[config.mk]
export PLATFORM = sky130hd
export DESIGN_NAME = ibuf_mc_ctrl_flat
export DESIGN_NICKNAME = d
export VERILOG_FILES = /design/src/rtl/ibuf_mc_ctrl_pkg.sv /design/src/rtl/ibuf_mc_ctrl_if.sv /design/src/rtl/ibuf_mc_ctrl_fifo_mem.sv /design/src/rtl/ibuf_mc_ctrl.sv /design/src/flat_wrapper.sv
export SDC_FILE = /design/constraint.sdc
export NUM_CORES = 1
export LEC_CHECK = 0
export ABC_AREA = 1
export ABC_CLOCK_PERIOD_IN_PS = 6400
export CORE_MARGIN = 2
export CORE_UTILIZATION = 30
export DETAILED_ROUTE_END_ITERATION = 10
export GPL_ROUTABILITY_DRIVEN = 0
export SYNTH_ARGS = -nofsm -noshare
export SYNTH_HDL_FRONTEND = slang
export SYNTH_HIERARCHICAL = 1
export SYNTH_SLANG_ARGS = --single-unit
[constraint.sdc]
create_clock -name clk -period 6.4 [get_ports clk]
set_clock_uncertainty 0.05 [all_clocks]
set_input_delay 1.28 -clock clk [delete_from_list [all_inputs] [get_ports clk]]
set_output_delay 1.28 -clock clk [all_outputs]
set_load 0.1 [all_outputs]
[src/rtl/ibuf_mc_ctrl_pkg.sv]
// Shared definitions for the multicast input-buffer controller:
// direction indices, power-gating states and a popcount helper.
package ibuf_pkg;

    localparam int DIR_N = 0;
    localparam int DIR_W = 1;
    localparam int DIR_S = 2;
    localparam int DIR_E = 3;
    localparam int DIR_B = 4;

    typedef enum logic [1:0] {
        RUN   = 2'd0,
        DRAIN = 2'd1,
        OFF   = 2'd2
    } pg_state_t;

    function automatic logic [5:0] popcount(
        input logic [31:0] v
    );
        logic [5:0] c;
        c = '0;
        for (int i = 0; i < 32; i++) begin
            c = c + 6'(v[i]);
        end
        return c;
    endfunction

endpackage

[src/rtl/ibuf_mc_ctrl_if.sv]
// Upstream, arbiter, fault, power-gate and statistics bundle of
// the multicast input-buffer controller.
interface ibuf_mc_ctrl_if #(
    parameter int PYLD_W  = 23,
    parameter int NUM_DIR = 5,
    parameter int DEPTH   = 4,
    parameter int CNT_W   = 16
);
    localparam int OCC_W = $clog2(DEPTH + 1);

    logic               in_vld;
    logic               in_rdy;
    logic [NUM_DIR-1:0] in_route;
    logic [PYLD_W-1:0]  in_pyld;
    logic [NUM_DIR-1:0] dead_mask;
    logic               pg_en;
    logic               pg_ack;
    logic [NUM_DIR-1:0] arb_req;
    logic [NUM_DIR-1:0] arb_gnt;
    logic [NUM_DIR-1:0] obuf_rdy;
    logic [PYLD_W-1:0]  pyld_o;
    logic [OCC_W-1:0]   occ;
    logic               drop_pulse;
    logic [CNT_W-1:0]   stat_fwd;
    logic [CNT_W-1:0]   stat_drop;

    modport master (
        output in_vld, in_route, in_pyld, dead_mask,
        output pg_en, arb_gnt, obuf_rdy,
        input  in_rdy, pg_ack, arb_req, pyld_o,
        input  occ, drop_pulse, stat_fwd, stat_drop
    );

    modport slave (
        input  in_vld, in_route, in_pyld, dead_mask,
        input  pg_en, arb_gnt, obuf_rdy,
        output in_rdy, pg_ack, arb_req, pyld_o,
        output occ, drop_pulse, stat_fwd, stat_drop
    );

endinterface

[src/rtl/ibuf_mc_ctrl_fifo_mem.sv]
// Register-array flit FIFO; the head entry's route mask is
// rewritable in place so copies can retire one at a time.
module ibuf_fifo_mem #(
    parameter int PYLD_W  = 23,
    parameter int NUM_DIR = 5,
    parameter int DEPTH   = 4,
    localparam int OCC_W  = $clog2(DEPTH + 1)
) (
    input  logic               clk,
    input  logic               rst_n,
    input  logic               wr_en,
    input  logic [NUM_DIR-1:0] wr_mask,
    input  logic [PYLD_W-1:0]  wr_pyld,
    input  logic               hd_upd,
    input  logic [NUM_DIR-1:0] hd_mask_nxt,
    input  logic               pop,
    output logic [NUM_DIR-1:0] hd_mask,
    output logic [PYLD_W-1:0]  hd_pyld,
    output logic [OCC_W-1:0]   occ,
    output logic               empty,
    output logic               full
);
    localparam int PTR_W = $clog2(DEPTH);

    logic [NUM_DIR-1:0] mask_q [DEPTH];
    logic [PYLD_W-1:0]  pyld_q [DEPTH];
    logic [PTR_W-1:0]   rd_ptr;
    logic [PTR_W-1:0]   wr_ptr;
    logic [OCC_W-1:0]   occ_q;

    always_ff @(posedge clk or negedge rst_n) begin
        if (!rst_n) begin
            rd_ptr <= '0;
            wr_ptr <= '0;
            occ_q  <= '0;
            for (int i = 0; i < DEPTH; i++) begin
                mask_q[i] <= '0;
                pyld_q[i] <= '0;
            end
        end else begin
            if (hd_upd) mask_q[rd_ptr] <= hd_mask_nxt;
            if (wr_en) begin
                mask_q[wr_ptr] <= wr_mask;
                pyld_q[wr_ptr] <= wr_pyld;
                wr_ptr <= wr_ptr + 1'b1;
            end
            if (pop) rd_ptr <= rd_ptr + 1'b1;
            unique case ({wr_en, pop})
                2'b10:   occ_q <= occ_q + 1'b1;
                2'b01:   occ_q <= occ_q - 1'b1;
                default: occ_q <= occ_q;
            endcase
        end
    end

    assign hd_mask = mask_q[rd_ptr];
    assign hd_pyld = pyld_q[rd_ptr];
    assign occ     = occ_q;
    assign empty   = (occ_q == '0);
    assign full    = (occ_q == OCC_W'(DEPTH));

endmodule

[src/rtl/ibuf_mc_ctrl.sv]
// Multicast input-port buffer controller with fault masking and
// drain-then-off power gating. Optional counters: IBUF_STATS_EN.
module ibuf_mc_ctrl
    import ibuf_pkg::*;
#(
    parameter int PYLD_W  = 23,
    parameter int NUM_DIR = 5,
    parameter int DEPTH   = 4,
    parameter int CNT_W   = 16
) (
    input logic          clk,
    input logic          rst_n,
    ibuf_mc_ctrl_if.slave bus
);
    localparam int OCC_W = $clog2(DEPTH + 1);

    pg_state_t          st_q, st_d;
    logic [NUM_DIR-1:0] push_mask, hd_mask, live, clr, nxt;
    logic [PYLD_W-1:0]  hd_pyld;
    logic [OCC_W-1:0]   occ;
    logic               empty, full, active;
    logic               acc, wr_en, drop, pop, drop_q;

    assign push_mask = bus.in_route & ~bus.dead_mask;
    assign acc       = bus.in_vld & bus.in_rdy;
    assign wr_en     = acc & (|push_mask);
    assign drop      = acc & ~(|push_mask);

    // Dead directions retire silently: they never reach clr.
    assign active = !empty && (st_q != OFF);
    assign live   = hd_mask & ~bus.dead_mask;
    assign clr    = bus.arb_req & bus.arb_gnt & bus.obuf_rdy;
    assign nxt    = live & ~clr;
    assign pop    = active && (nxt == '0);

    ibuf_fifo_mem #(
        .PYLD_W  (PYLD_W),
        .NUM_DIR (NUM_DIR),
        .DEPTH   (DEPTH)
    ) u_mem (
        .clk         (clk),
        .rst_n       (rst_n),
        .wr_en       (wr_en),
        .wr_mask     (push_mask),
        .wr_pyld     (bus.in_pyld),
        .hd_upd      (active),
        .hd_mask_nxt (nxt),
        .pop         (pop),
        .hd_mask     (hd_mask),
        .hd_pyld     (hd_pyld),
        .occ         (occ),
        .empty       (empty),
        .full        (full)
    );

    always_ff @(posedge clk or negedge rst_n) begin
        if (!rst_n) begin
            st_q   <= RUN;
            drop_q <= 1'b0;
        end else begin
            st_q   <= st_d;
            drop_q <= drop;
        end
    end

    always_comb begin
        st_d = st_q;
        unique case (st_q)
            RUN:     if (bus.pg_en) st_d = DRAIN;
            DRAIN: begin
                if (!bus.pg_en) st_d = RUN;
                else if (empty) st_d = OFF;
            end
            OFF:     if (!bus.pg_en) st_d = RUN;
            default: st_d = RUN;
        endcase
    end

    assign bus.in_rdy     = !full && (st_q == RUN);
    assign bus.pg_ack     = (st_q == OFF);
    assign bus.arb_req    = active ? live : '0;
    assign bus.pyld_o     = empty ? '0 : hd_pyld;
    assign bus.occ        = occ;
    assign bus.drop_pulse = drop_q;

`ifdef IBUF_STATS_EN
    logic [CNT_W-1:0] fwd_q, drp_q;
    logic [CNT_W:0]   fwd_sum;

    assign fwd_sum = {1'b0, fwd_q}
                   + (CNT_W+1)'(popcount(32'(clr)));

    always_ff @(posedge clk or negedge rst_n) begin
        if (!rst_n) begin
            fwd_q <= '0;
            drp_q <= '0;
        end else begin
            fwd_q <= fwd_sum[CNT_W] ? '1 : fwd_sum[CNT_W-1:0];
            if (drop && (drp_q != '1)) drp_q <= drp_q + 1'b1;
        end
    end

    assign bus.stat_fwd  = fwd_q;
    assign bus.stat_drop = drp_q;
`else
    assign bus.stat_fwd  = '0;
    assign bus.stat_drop = '0;
`endif

endmodule

[src/flat_wrapper.sv]
// flat-port wrapper written by rule: the top's interface ports become plain ports
module ibuf_mc_ctrl_flat import ibuf_pkg::*;
#(
    parameter int PYLD_W  = 23,
    parameter int NUM_DIR = 5,
    parameter int DEPTH   = 4,
    parameter int CNT_W   = 16
)
  (clk, rst_n, bus_in_vld, bus_in_route, bus_in_pyld, bus_dead_mask, bus_pg_en, bus_arb_gnt, bus_obuf_rdy, bus_in_rdy, bus_pg_ack, bus_arb_req, bus_pyld_o, bus_occ, bus_drop_pulse, bus_stat_fwd, bus_stat_drop);
  ibuf_mc_ctrl_if #(.PYLD_W(PYLD_W), .NUM_DIR(NUM_DIR), .DEPTH(DEPTH), .CNT_W(CNT_W)) bus_i ();
  input logic clk;
  input logic rst_n;
  input wire logic [$bits(bus_i.in_vld)-1:0] bus_in_vld;
  input wire logic [$bits(bus_i.in_route)-1:0] bus_in_route;
  input wire logic [$bits(bus_i.in_pyld)-1:0] bus_in_pyld;
  input wire logic [$bits(bus_i.dead_mask)-1:0] bus_dead_mask;
  input wire logic [$bits(bus_i.pg_en)-1:0] bus_pg_en;
  input wire logic [$bits(bus_i.arb_gnt)-1:0] bus_arb_gnt;
  input wire logic [$bits(bus_i.obuf_rdy)-1:0] bus_obuf_rdy;
  output wire logic [$bits(bus_i.in_rdy)-1:0] bus_in_rdy;
  output wire logic [$bits(bus_i.pg_ack)-1:0] bus_pg_ack;
  output wire logic [$bits(bus_i.arb_req)-1:0] bus_arb_req;
  output wire logic [$bits(bus_i.pyld_o)-1:0] bus_pyld_o;
  output wire logic [$bits(bus_i.occ)-1:0] bus_occ;
  output wire logic [$bits(bus_i.drop_pulse)-1:0] bus_drop_pulse;
  output wire logic [$bits(bus_i.stat_fwd)-1:0] bus_stat_fwd;
  output wire logic [$bits(bus_i.stat_drop)-1:0] bus_stat_drop;
  assign bus_i.in_vld = bus_in_vld;
  assign bus_i.in_route = bus_in_route;
  assign bus_i.in_pyld = bus_in_pyld;
  assign bus_i.dead_mask = bus_dead_mask;
  assign bus_i.pg_en = bus_pg_en;
  assign bus_i.arb_gnt = bus_arb_gnt;
  assign bus_i.obuf_rdy = bus_obuf_rdy;
  assign bus_in_rdy = bus_i.in_rdy;
  assign bus_pg_ack = bus_i.pg_ack;
  assign bus_arb_req = bus_i.arb_req;
  assign bus_pyld_o = bus_i.pyld_o;
  assign bus_occ = bus_i.occ;
  assign bus_drop_pulse = bus_i.drop_pulse;
  assign bus_stat_fwd = bus_i.stat_fwd;
  assign bus_stat_drop = bus_i.stat_drop;
  ibuf_mc_ctrl #(.PYLD_W(PYLD_W), .NUM_DIR(NUM_DIR), .DEPTH(DEPTH), .CNT_W(CNT_W)) u_core (.clk(clk), .rst_n(rst_n), .bus(bus_i));
endmodule
==> results_dict.tcl, run 1 <==
set metrics [dict create \
    synth_top_cell_by_area "dfrtp_1" \
    grt_setup_unrepaired "false" \
    crit_required_ns 5.07 \
    period_needed_ns 4.97 \
    num_antenna_cells 0 \
    holdCritPathClass "flop to flop" \
    crit_family "buffers and inverters" \
    ctsRootBufferMaster "clkbuf_16" \
    fmax_mhz 201 \
    path_cells "inv_2 -> buf_4 -> nand2_1 -> o211ai_1 -> nand2_1 -> inv_1 -> nor2_1 -> clkdlybuf4s50_1" \
    clkLatencyLatePin_ns 0.41 \
    start_util 0.305 \
    grt_max_degree 82 \
    track_usage 0.139 \
    rr_startpoint "u_core/u_mem/rd_ptr[1]" \
    vias 5401 \
    cp_num_cells 8 \
    synth_edf_count 0 \
    cp_common_cell "nand2_1" \
    ys_types 28 \
    cp_slowest_cell "clkdlybuf4s50_1" \
    slew_headroom 0.302 \
    routed_wl_um 15400 \
    r2r_cells 16 \
    routed_via_density 4.36 \
    postRouteAntennaNets 0 \
    setup.worst_path.class "flop to output pin" \
    ys_warn_count 6 \
    synth_top_area_frac 0.461 \
    antenna_found_initial 0 \
    htreeDepth 4 \
    wl_per_cell_um 12.4 \
    synth-seq-cells 122 \
    place_ws_ns 1.81 \
    ys_seq_area_frac 0.461 \
    r2r-end "u_core/u_mem/occ[2]" \
    drive_gt1_frac 0.0615 \
    avgSynthCellArea_um2 7.49 \
    worstPathArrival_ns 3.64 \
    startpoint_type "flop" \
    io_pins 113 \
    cts_resized 0 \
    fin_nets 1004 \
    timing.final.ws_setup_ns 1.43 \
    max_stage_delay_ns 1.14 \
    cts_tree "built" \
    post-cts-setup-buffers 0 \
    fp.dieW_um 153 \
    setup_violations 0 \
    drt-initial-drc-count 328 \
    drv_slew 0 \
    endpoint "bus_pyld_o[11]" \
    num_rows 54 \
    numPortBuffers 80 \
    setup-tns-final_ns 0 \
    critPathBufInv 4 \
    cts_buffer_depth 2 \
    drc_errors 0 \
    grt_remaining_overflow 0 \
    grt_first_pass_wirelength_um 26400 \
    grt_pass1_vias 5260 \
    dp_hpwl_um 10300 \
    r2r_slack_ns 3.34 \
    cts_made_buffers 17 \
    cp_max_fo 41 \
    startpoint "u_core/u_mem/rd_ptr[0]" \
    endpoint_kind "output pin" \
    hold_buffers 0 \
    die_h_um 153 \
    hold_viol 0 \
    synth_cells 884 \
    yosys-top-cells-area "dfrtp_1 46%, nand2_1 16%, inv_1 9.0%" \
    firstDrtPassIters 6 \
    synth-async-reset-ratio 1.00 \
    areaGrowthSynthToFinish_pct 23.8 \
    tightest_slew_ns 1.05 \
    cts.sinks 122 \
    core-area_mm2 0.0218 \
    status "complete, no violations" \
    netlist_area_mm2 0.00663 \
    maxCapViolations 0 \
    synth_ff_type "dfrtp_1" \
    die-area_mm2 0.0233 \
    fin_crit_sh 0.777 \
    path_clk_slew_ns 0.05 \
]
[per-layer routing]
| metal | up-vias | global-route usage | wire [µm] | part of all wire |
|---|---|---|---|---|
| met3 | 8 | 0.0373 | 737 | 0.048 |
| met1 | 2471 | 0.190 | 7480 | 0.49 |
| met5 | - | 0 | 0 | 0 |
| met4 | 0 | 0.0366 | 120 | 0.0078 |
| li1 | 2792 | - | - | - |
| met2 | 130 | 0.221 | 7050 | 0.46 |
[worst min path at each step]
| stage | start | endpoint | cells after the start |
|---|---|---|---|
| finish | u_core/u_mem/pyld_q[83] | u_core/u_mem/pyld_q[83] | 2 |
| detailed placement | u_core/u_mem/pyld_q[32] | u_core/u_mem/pyld_q[32] | 2 |
| CTS | u_core/u_mem/pyld_q[32] | u_core/u_mem/pyld_q[32] | 2 |
| global route | u_core/u_mem/pyld_q[65] | u_core/u_mem/pyld_q[65] | 2 |
| global placement | u_core/u_mem/pyld_q[23] | u_core/u_mem/pyld_q[23] | 2 |
| floorplan | u_core/u_mem/pyld_q[23] | u_core/u_mem/pyld_q[23] | 2 |
[tightest hold or removal path, stage by stage (launching register included)]
cell	delay [ns]
dfrtp_1	0.34
nand2_1	0.05
o21ai_0	0.05
[kinds of logic (layout without fill, tap and decap cells)]
kind of cell,count (synthesis),count (layout),synth area share
AND/OR/NAND/NOR,354,354,0.213
adder cells (fa/ha/maj),10,10,0.0200
AO/OA/AOI/OAI,158,158,0.142
other,1,32,0.000566
buffers and inverters,236,281,0.159
XOR/XNOR,3,3,0.00397
flip-flops,122,122,0.461
[registers in the layout, summed over array words and instances, names as in the netlist]
name	flops
u_core/st_q	2
u_core/bus.drop_pulse	1
u_core/u_mem/occ	3
u_core/u_mem/rd_ptr	2
u_core/u_mem/wr_ptr	2
u_core/u_mem/pyld_q	92
u_core/u_mem/mask_q	20
[synthesized netlist by cell type, types with 4 or more instances]
cell type    n
buf_4       33
ha_1         9
o21ai_0     95
nand3_1     25
inv_1      159
nand2_2      4
nor2_1      34
dfrtp_1    122
nand2_1    276
buf_2       31
nor3_1       8
o211ai_1    56
clkbuf_1     9
[placed cells by master (no fill, tap or decap), types with 9 or more instances in the layout]
cell type / netlist / final
ha_1: 9 / 9
nor2_1: 34 / 34
buf_4: 33 / 11
conb_1: 1 / 32
clkdlybuf4s50_1: 0 / 76
clkbuf_16: 0 / 17
nand3_1: 25 / 25
dfrtp_1: 122 / 122
nand2_1: 276 / 276
inv_1: 159 / 159
o211ai_1: 56 / 56
o21ai_0: 95 / 95
[metrics by stage]
stage	instances	hold WS [ns]	util	cell area, µm²
3_3_place_gp	1208	0.415	0.344	7490
5_1_grt	1240	0.452	0.377	8200
3_5_place_dp	1208	0.423	0.344	7490
2_1_floorplan	915	0.403	-	6740
4_1_cts	1240	0.437	0.377	8200
6_report	1240	0.434	0.377	8200
[final cells by class]
cell class                      instances  area [µm²]
Fill cell                            2296       13600
Sequential cell                       122        3050
Multi-Input combinational cell        557        2640
Timing Repair Buffer                   87         843
Inverter                              162         608
Clock buffer                           20         467
Tap cell                              280         350
Clock inverter                         12         241
Power of run 1 is left out: the tool's default activity adds up to more than one toggle a clock period on the data nets, which glitch-free logic cannot reach.
==> run 2, diff against run 1 <==
--- a/config.mk
+++ b/config.mk
@@ -6,7 +6,7 @@
 export NUM_CORES = 1
 export LEC_CHECK = 0
 export ABC_AREA = 1
-export ABC_CLOCK_PERIOD_IN_PS = 6400
+export ABC_CLOCK_PERIOD_IN_PS = 4450
 export CORE_MARGIN = 2
 export CORE_UTILIZATION = 30
 export DETAILED_ROUTE_END_ITERATION = 10
==> constraint.sdc (replaced) <==
create_clock -name clk -period 4.45 [get_ports clk]
set_clock_uncertainty 0.05 [all_clocks]
set_input_delay 0.89 -clock clk [delete_from_list [all_inputs] [get_ports clk]]
set_output_delay 0.89 -clock clk [all_outputs]
set_load 0.1 [all_outputs]
==> results_dict.tcl, run 2 (synthesis gave the netlist of run 1 again) <==
set metrics [dict create \
    status "complete, no violations" \
    grt_setup_unrepaired "false" \
    cts_buffer_depth 2 \
    period_needed_ns 3.39 \
    routed_via_density 4.37 \
    drive_gt1_frac 0.0863 \
    fp.dieW_um 153 \
    areaGrowthSynthToFinish_pct 21.5 \
    num_rows 54 \
    firstDrtPassIters 5 \
    rr_startpoint "u_core/u_mem/rd_ptr[0]" \
    tightest_slew_ns 0.984 \
    r2r_cells 15 \
    grt_pass1_vias 5030 \
    cts_tree "built" \
    place_ws_ns 0.838 \
    critPathBufInv 4 \
    cts_made_buffers 17 \
    clkLatencyLatePin_ns 0.42 \
    endpoint_kind "output pin" \
    worstPathArrival_ns 2.45 \
    cp_max_fo 42 \
    die-area_mm2 0.0233 \
    largest_reg_flops 92 \
    startpoint_type "flop" \
    post-cts-setup-buffers 0 \
    r2r_slack_ns 1.42 \
    cp_num_cells 8 \
    setup.worst_path.class "flop to output pin" \
    drv_slew 0 \
    hold_buffers 0 \
    start_util 0.305 \
    startpoint "u_core/u_mem/rd_ptr[0]" \
    dp_hpwl_um 10100 \
    holdWs_ns 0.431 \
    endpoint "bus_pyld_o[12]" \
    crit_required_ns 3.51 \
    cts_resized 0 \
    io_pins 113 \
    cp_slowest_cell "dfrtp_1" \
    grt_first_pass_wirelength_um 25700 \
    setup_violations 0 \
    holdCritPathClass "flop to flop" \
    layout_commonest_cell "nand2_1" \
    numPortBuffers 80 \
    hold_viol 0 \
    crit_family "flip-flops" \
    drt-initial-drc-count 310 \
    wl_per_cell_um 12.5 \
    timing.final.ws_setup_ns 1.06 \
    die_h_um 153 \
    grt_max_degree 123 \
    path_clk_slew_ns 0.06 \
    ctsRootBufferMaster "clkbuf_16" \
    drc_errors 0 \
    vias 5422 \
    path_cells "inv_2 -> buf_4 -> nand2_1 -> o211ai_1 -> nand2_1 -> inv_1 -> nor2_1 -> buf_4" \
    mostFrequentLayoutCells "276 x nand2_1, 159 x inv_1, 122 x dfrtp_1" \
    fin_nets 1007 \
    antenna_found_initial 0 \
    grt_remaining_overflow 0 \
    track_usage 0.137 \
    htreeDepth 4 \
    fin_crit_sh 0.763 \
    r2r-end "u_core/u_mem/occ[2]" \
    cts.sinks 122 \
    routed_wl_um 15500 \
    largest-register "u_core/u_mem/pyld_q" \
    core-area_mm2 0.0218 \
    setup-tns-final_ns 0 \
    fmax_mhz 295 \
    max_stage_delay_ns 0.83 \
    slew_headroom 0.342 \
    maxCapViolations 0 \
    num_antenna_cells 0 \
    postRouteAntennaNets 0 \
]
[run 2: tightest hold or removal path: cells and delay by family (launching register included)]
family	cells	cell delay, ns
flip-flops	1	0.34
AO/OA/AOI/OAI	1	0.06
AND/OR/NAND/NOR	1	0.05
[run 2: per-layer routing]
layer | vias to the layer above | track usage | wire length [µm]
met5 | - | 0 | 0
met4 | 0 | 0.0463 | 206
met3 | 18 | 0.0333 | 814
met2 | 137 | 0.211 | 6930
met1 | 2473 | 0.189 | 7530
li1 | 2794 | - | -
[run 2: worst min-delay path by stage]
stage	startpoint	to	slack [ns]	depth (start not counted)
floorplan	u_core/u_mem/pyld_q[23]	u_core/u_mem/pyld_q[23]	0.40	2
global placement	u_core/u_mem/pyld_q[57]	u_core/u_mem/pyld_q[57]	0.42	2
detailed placement	u_core/u_mem/pyld_q[71]	u_core/u_mem/pyld_q[71]	0.42	2
CTS	u_core/u_mem/pyld_q[71]	u_core/u_mem/pyld_q[71]	0.44	2
global route	u_core/u_mem/pyld_q[71]	u_core/u_mem/pyld_q[71]	0.45	2
finish	u_core/u_mem/pyld_q[39]	u_core/u_mem/pyld_q[39]	0.43	2
[run 2: cell type report]
cell class	instances	area, µm²
clock buffer	23	478
clock inverter	8	93.8
fill	2310	13700
inverter	162	608
multi-input combinational	557	2640
sequential	122	3050
tap	280	350
timing repair buffer	90	828
[run 2: through the flow]
stage	cells	cell area (µm²)	util
global placement	1211	7480	0.344
detailed placement	1211	7480	0.344
floorplan	915	6740	-
global route	1242	8050	0.370
finish	1242	8050	0.370
CTS	1242	8050	0.370
Power of run 2 is left out for the same reason.
==> run 3, diff against run 2 <==
--- a/config.mk
+++ b/config.mk
@@ -6,7 +6,7 @@
 export NUM_CORES = 1
 export LEC_CHECK = 0
 export ABC_AREA = 1
-export ABC_CLOCK_PERIOD_IN_PS = 4450
+export ABC_CLOCK_PERIOD_IN_PS = 3300
 export CORE_MARGIN = 2
 export CORE_UTILIZATION = 30
 export DETAILED_ROUTE_END_ITERATION = 10
==> constraint.sdc (replaced) <==
create_clock -name clk -period 3.3 [get_ports clk]
set_clock_uncertainty 0.05 [all_clocks]
set_input_delay 0.66 -clock clk [delete_from_list [all_inputs] [get_ports clk]]
set_output_delay 0.66 -clock clk [all_outputs]
set_load 0.1 [all_outputs]
==> results_dict.tcl, run 3 (synthesis gave the netlist of run 1 again) <==
set metrics [dict create \
    maxCapViolations 0 \
    placed_cells 1217 \
    endpoint "bus_pyld_o[18]" \
    hold_buffers 0 \
    fin_cells 1248 \
    hold_viol 0 \
    fin_nets 1013 \
    core-area_mm2 0.0218 \
    worstPathArrival_ns 2.35 \
    crit_required_ns 2.59 \
    post-cts-setup-buffers 0 \
    path_clk_slew_ns 0.05 \
    die_h_um 153 \
    start_util 0.305 \
    tightest_slew_ns 0.728 \
    firstDrtPassIters 5 \
    dp_hpwl_um 10600 \
    drc_errors 0 \
    fp.dieW_um 153 \
    antenna_found_initial 0 \
    routed_wl_um 15300 \
    clkLatencyLatePin_ns 0.41 \
    cp_max_fo 48 \
    routed_via_density 4.38 \
    timing.final.ws_setup_ns 0.240 \
    drv_slew 0 \
    rr_startpoint "u_core/u_mem/rd_ptr[0]" \
    grt_pass1_vias 5179 \
    grt_setup_unrepaired "false" \
    postRouteAntennaNets 0 \
    startpoint "u_core/u_mem/rd_ptr[0]" \
    cts_resized 0 \
    grt_first_pass_wirelength_um 25900 \
    ctsRootBufferMaster "clkbuf_16" \
    num_rows 54 \
    fmax_mhz 327 \
    wl_per_cell_um 12.2 \
    status "complete, no violations" \
    drive_gt1_frac 0.108 \
    fin_crit_sh 0.927 \
    period_needed_ns 3.06 \
    cts_buffer_depth 2 \
    num_antenna_cells 0 \
    io_pins 113 \
    htreeDepth 4 \
    slew_headroom 0.514 \
    cts_made_buffers 17 \
    die-area_mm2 0.0233 \
    holdCritPathClass "input pin to async pin" \
    cts_tree "built" \
    mostFrequentLayoutCells "276 x nand2_1, 159 x inv_1, 120 x dfrtp_1" \
    grt_max_degree 57 \
    place_ws_ns 0.410 \
    vias 5461 \
    r2r-end "u_core/u_mem/occ[2]" \
    layout_commonest_cell "nand2_1" \
    r2r_slack_ns 0.46 \
    grt_remaining_overflow 0 \
    startpoint_type "flop" \
    r2r_cells 15 \
    largest-register "u_core/u_mem/pyld_q" \
    setup.worst_path.class "flop to output pin" \
    areaGrowthSynthToFinish_pct 29.8 \
    cts.sinks 122 \
    setup_violations 0 \
    fin_util 0.395 \
    endpoint_kind "output pin" \
    track_usage 0.136 \
    drt-initial-drc-count 375 \
    largest_reg_flops 92 \
    numPortBuffers 80 \
]
==> run 3: cell types whose count changed in the layout (fill, tap and decap cells not counted), sizes merged <==
cell / change
bufinv: +2
clkbuf: -2
buf: +12
clkinvlp: +3
clkdlybuf4s50: -6
clkinv: -3
==> run 3: worst min-delay path by stage <==
stage,start,to,slack (ns),cells past startpoint
3_5_place_dp,u_core/u_mem/pyld_q[88],u_core/u_mem/pyld_q[88],0.42,2
2_1_floorplan,rst_n,u_core/bus.drop_pulse,0.31,0
3_3_place_gp,u_core/u_mem/pyld_q[28],u_core/u_mem/pyld_q[28],0.42,2
4_1_cts,rst_n,u_core/u_mem/pyld_q[29],0.20,1
5_1_grt,rst_n,u_core/u_mem/pyld_q[52],0.22,1
6_report,rst_n,u_core/u_mem/pyld_q[30],0.19,1
==> run 3: per-stage QoR <==
step / hold slack, ns / setup TNS [ns] / area, µm²
finish: 0.189 / 0 / 8600
floorplan: 0.314 / -0.767 / 6800
global placement: 0.416 / 0 / 7950
detailed placement: 0.423 / 0 / 7950
global route: 0.220 / 0 / 8600
CTS: 0.199 / 0 / 8600
==> run 3: final cells by class <==
cell class,instances,area (µm²)
tap,280,350
clock inverter,10,165
timing repair buffer,96,1250
fill,2270,13200
sequential,122,3060
clock buffer,21,480
multi-input combinational,557,2690
inverter,162,608
==> run 3: worst max-delay path, stage by stage (launching register included) <==
cell and delay, ns:
dfrtp_1 0.81, inv_2 0.17, buf_12 0.23, nand2_1 0.07, o211ai_1 0.08, nand2_1 0.11
inv_1 0.05, nor2_1 0.20, buf_12 0.21
==> run 3: metal layers <==
metal | up-vias | routed length, µm | global-route usage
met3 | 7 | 898 | 0.0415
met2 | 140 | 6870 | 0.210
met4 | 0 | 91 | 0.0344
met1 | 2505 | 7400 | 0.186
met5 | - | 0 | 0
li1 | 2809 | - | -
Power of run 3 is left out for the same reason.
